<file path="config.mk">
export PLATFORM = sky130hd
export DESIGN_NAME = seq_det_param
export DESIGN_NICKNAME = d
export VERILOG_FILES = /design/src/rtl/seq_det_pkg.sv /design/src/rtl/seq_det_param_sat_counter.sv /design/src/rtl/seq_det_param.sv
export SDC_FILE = /design/constraint.sdc
export NUM_CORES = 1
export LEC_CHECK = 0
export ABC_AREA = 0
export BUFFER_PORTS_ARGS = -buffer_cell sky130_fd_sc_hd__buf_2
export CAP_MARGIN = 20
export CORE_UTILIZATION = 45
export DETAILED_ROUTE_END_ITERATION = 8
export GPL_TIMING_DRIVEN = 0
export PLACE_DENSITY = 0.67
export SLEW_MARGIN = 15
export SYNTH_ARGS = -nofsm -noshare
export SYNTH_HDL_FRONTEND = slang
export SYNTH_HIERARCHICAL = 1
export SYNTH_SLANG_ARGS = --single-unit
</file>
<file path="constraint.sdc">
create_clock -name clk -period 2.6 [get_ports clk]
set_input_delay 0.39 -clock clk [delete_from_list [all_inputs] [get_ports clk]]
set_output_delay 0.39 -clock clk [all_outputs]
set_load 0.02 [all_outputs]
</file>
<file path="src/rtl/seq_det_pkg.sv">
// Shared constants for the parameterised serial pattern detector:
// default pattern, default widths and the legal pattern-length range.
package seq_det_pkg;

   localparam int          PAT_W_DEF   = 4;
   localparam int          CNT_W_DEF   = 8;
   localparam int          PAT_W_MIN   = 2;
   localparam int          PAT_W_MAX   = 32;
   localparam logic [31:0] PATTERN_DEF = 32'b1011;

   function automatic bit pat_w_ok(input int w);
      return (w >= PAT_W_MIN) && (w <= PAT_W_MAX);
   endfunction

endpackage

</file>
<file path="src/rtl/seq_det_param_sat_counter.sv">
// Saturating up-counter with synchronous clear; clear beats increment.
module sat_counter #(
   parameter int W = 8
) (
   input  logic         clk,
   input  logic         rst,
   input  logic         inc,
   input  logic         clr,
   output logic [W-1:0] q
);

   always_ff @(posedge clk or posedge rst) begin
      if (rst)
         q <= '0;
      else if (clr)
         q <= '0;
      else if (inc && (q != {W{1'b1}}))
         q <= q + W'(1);
   end

endmodule

</file>
<file path="src/rtl/seq_det_param.sv">
// Serial pattern detector with loadable pattern, overlap control and a
// saturating match counter. The serial input is seq_bit because "sequence" is an SV keyword.
module seq_det_param
   import seq_det_pkg::*;
#(
   parameter int               PAT_W   = PAT_W_DEF,
   parameter logic [PAT_W-1:0] PATTERN = PAT_W'(PATTERN_DEF),
   parameter int               CNT_W   = CNT_W_DEF
) (
   input  logic             clk,
   input  logic             rst,
   input  logic             seq_bit,
   input  logic             in_valid,
   input  logic             overlap,
   input  logic             pat_load,
   input  logic [PAT_W-1:0] pat_in,
   input  logic             cnt_clr,
   output logic             tick,
   output logic [CNT_W-1:0] match_count,
   output logic             armed
);

   localparam int               FILL_W  = $clog2(PAT_W + 1);
   localparam logic [FILL_W-1:0] ARM_LVL = FILL_W'(PAT_W - 1);
   localparam logic [FILL_W-1:0] FULL    = FILL_W'(PAT_W);

   if (!pat_w_ok(PAT_W)) begin : g_bad_pat_w
      $error("seq_det_param: PAT_W out of range");
   end

   logic [PAT_W-1:0]  pat_reg;
   logic [PAT_W-1:0]  hist;
   logic [FILL_W-1:0] fill;
   logic [PAT_W-1:0]  window;
   logic              accept;
   logic              match;
   logic              hist_unused;

   // The oldest history bit never reaches the compare window.
   assign hist_unused = hist[PAT_W-1];

   // A pattern load drops any bit offered in the same cycle.
   assign accept = in_valid && !pat_load;
   assign window = {hist[PAT_W-2:0], seq_bit};
   assign match  = accept && (fill >= ARM_LVL) && (window == pat_reg);
   assign armed  = (fill >= ARM_LVL);

   always_ff @(posedge clk or posedge rst) begin
      if (rst) begin
         pat_reg <= PATTERN;
         hist    <= '0;
         fill    <= '0;
         tick    <= 1'b0;
      end else begin
         tick <= match;
         if (pat_load) begin
            pat_reg <= pat_in;
            fill    <= '0;
         end else if (accept) begin
            hist <= window;
            // Non-overlapping mode forgets everything up to and including the match.
            if (match && !overlap)
               fill <= '0;
            else if (fill != FULL)
               fill <= fill + FILL_W'(1);
         end
      end
   end

   sat_counter #(.W(CNT_W)) u_cnt (
      .clk (clk),
      .rst (rst),
      .inc (match),
      .clr (cnt_clr),
      .q   (match_count)
   );

endmodule

</file>
==> out/metrics.csv <==
metric;value;unit
Final ANT Viol Nets;0;
mux cell area share after synthesis;13.7;%
Die Span Y;51.2;um
Mapped Nets;115;
CP Class;reg -> reg;
top-count cell post-synth;dfrtp_1;
Top Family by Delay on Critical Path;simple AND/OR/NAND/NOR gates;
Fillers;215;
Clock Tree Buf Depth;2;
Main synth FF type;dfrtp_1;
main combinational cell family by area after synthesis;simple AND/OR/NAND/NOR gates;
CTS tree;yes;
Most common cell on crit path;ha_1;
top-level I/O count;21;
post-synthesis xor/xnor area fraction;3.22;%
post-synthesis cell type count;37;
Clock Tree Root;clkbuf_4;
Initial Util;48.3;%
Synth Area in Compound Gates;12.5;%
CTS Hold Buffers Added;0;
Synth async-reset ratio;100;%
Placed Area;0.00121;mm^2
Static Leak;0.595;nW
final net count;138;
clk slew on worst S/H paths;0.11;ns
CP Max Fanout;6;
Post-Synth Adder-Cell Area;4.60;%
Die ar.;0.00262;mm^2
Slew Limit Fails;0;
CTS resizes;0;
Synth-to-Final Area Change;14.0;%
Slew @ Worst Pin;0.412;ns
Clk Latency, worst-skew pair;0.29;ns
Avg Cell Area, Syn;10.9;um^2
H-tree levels;1;
outcome;finished, final reports clean;
initial antenna violation count;0;
CP peak stage delay;0.42;ns
multi-input combinational cell area;563;um^2
Yosys reg bits;19;
wire per inst;12.1;um
max reg flops;8;
Fmax achieved;445;MHz
vias in the first global route;708;
Detailed Route WL;1810;um
FF+latch area;479;um^2
clock skew;0.00588;ns
CTS Buf Count;3;
GPL Wtd Cong;0.747;
Ys Warns;6;
TritonCTS Sinks;19;
post-route minimum period;2.25;ns
top area cells in the synthesized netlist;dfrtp_1, dfstp_2, mux2_2, mux2_4, ha_1;
Final HPWL DP;1380;um
via count;797;
final setup TNS;0;ns
startpoint types;flip-flop;
EDFF count, synth;0;
Post-Synth Simple-Gate Area;17.7;%
RSZ-0062 raised after global routing;no;
Tot GR Track Use;16.4;%
Mapped Cells;100;
Congestion Overflow GR;0;
# rows;17;
Crit. End Element;flip-flop;
max_slew headroom;72.5;%
Min-Delay Path Class;in -> async;
final worst-path cycle share;86.4;%
largest net degree at the start of global routing;12;
VDD IR max;0.000372;V
post-CTS setup buffer count;0;
Ant. Diodes;0;
layout cells sized above 1;38.5;%
first-pass GRT wire length;3110;um
initial DRC count;7;
Seq/Total Area, Yosys;44.0;%
Die X;51.2;um
via density per instance;5.31;
maxcap violations;0;
port buffer count;18;
core area;0.00225;mm^2
Final Instance Area;0.00124;mm^2
DRC viols;0;
ordered list of cells on the worst path;ha_1, ha_1, a211o_1, nand2_1, nor2_1, nand4_1, a211oi_2, mux2_4;
final setup violation count;0;
Power per Cell Area;470;mW/mm^2
Crit-path slowest cell;dfrtp_1;
final hold vios;0;
First-pass DRT Iterations;4;
area leader, netlist;dfrtp_1;
Worst Path Buf+Inv;0;
Req. time, crit path;2.78;ns
top cells by count, synth;dfrtp_1, nand2_1, inv_1, mux2_2;
Arr. time, crit path;2.43;ns
Synth top area share;36.8;%
Synth Cell Area;0.00109;mm^2
-- power breakdown --
part	internal (W)	total [W]	switching, W
logic	0.0000494	0.0000986	0.0000492
registers	0.000321	0.000340	0.0000187
clock network	0.0000572	0.000144	0.0000869
total	0.000428	0.000583	0.000155
-- area by class of cell --
cell class | instances | area share [%]
well taps | 28 | 2.82
clock buffers | 3 | 1.81
plain buffers | 3 | 1.61
flip-flops and latches | 19 | 38.6
multi-input cells | 71 | 45.4
inverters | 7 | 2.12
clock inverters | 1 | 0.403
repair buffers | 18 | 7.26
-- layer usage --
metal	global-route usage (%)	part of all wire, %	up-vias	wire, um
li1	-	-	395	-
met3	3.57	3.9	4	71
met2	23.2	45	22	810
met4	8.33	1.7	0	31
met5	0	0	-	0
met1	23.2	50	376	897
-- cells in the final DEF (no fill, tap or decap), types with 2 or more instances in the layout --
cell,Yosys,routed
clkbuf_4,0,3
buf_2,1,19
mux2_2,7,7
nand4_1,2,2
xnor2_1,4,4
nor2b_1,4,4
ha_1,4,4
mux2_4,4,4
nor2_1,5,5
inv_1,7,7
dfrtp_1,16,16
nand3_1,5,5
o21ai_0,3,3
a21oi_2,2,2
dfstp_2,3,3
a21oi_1,4,4
nand2_1,8,8
-- logic make-up (layout without fill, tap and decap cells) --
kind of cell    after synthesis  in the layout
xor+xnor                      4              4
buf+inv                      10             32
compound gates               17             17
simple gates                 34             34
flops                        19             19
fa+ha+maj                     4              4
mux                          12             12
-- worst paths after layout --
path | start | to | slack [ns] | cells past startpoint
max | fill[1]$_DFFE_PP0P_ | u_cnt/q[5]$_DFFE_PP0P_ | 0.35 | 8
min | rst | u_cnt/q[2]$_DFFE_PP0P_ | 0.04 | 2
max reg2reg | fill[1]$_DFFE_PP0P_ | u_cnt/q[5]$_DFFE_PP0P_ | 0.35 | 8
min reg2reg | hist[2]$_DFFE_PP0P_ | hist[2]$_DFFE_PP0P_ | 0.54 | 1
max in group asynchronous | rst | pat_reg[1]$_DFFE_PP1P_ | 2.21 | 2
min in group clk | pat_in[1] | pat_reg[1]$_DFFE_PP1P_ | 0.32 | 2
-- stage by stage --
stage	hold slack, ns	worst slack (ns)	instances	utilization [%]	power [W]
after floorplan	0.206	0.526	100	-	0.000422
after global placement	0.374	0.407	146	53.8	0.000443
after detailed placement	0.369	0.382	146	53.8	0.000447
after CTS	0.0453	0.334	150	55.0	0.000596
after global routing	0.0528	0.135	150	55.0	0.000627
final	0.0377	0.354	150	55.0	0.000583
Power figures use the tool's default switching activity.
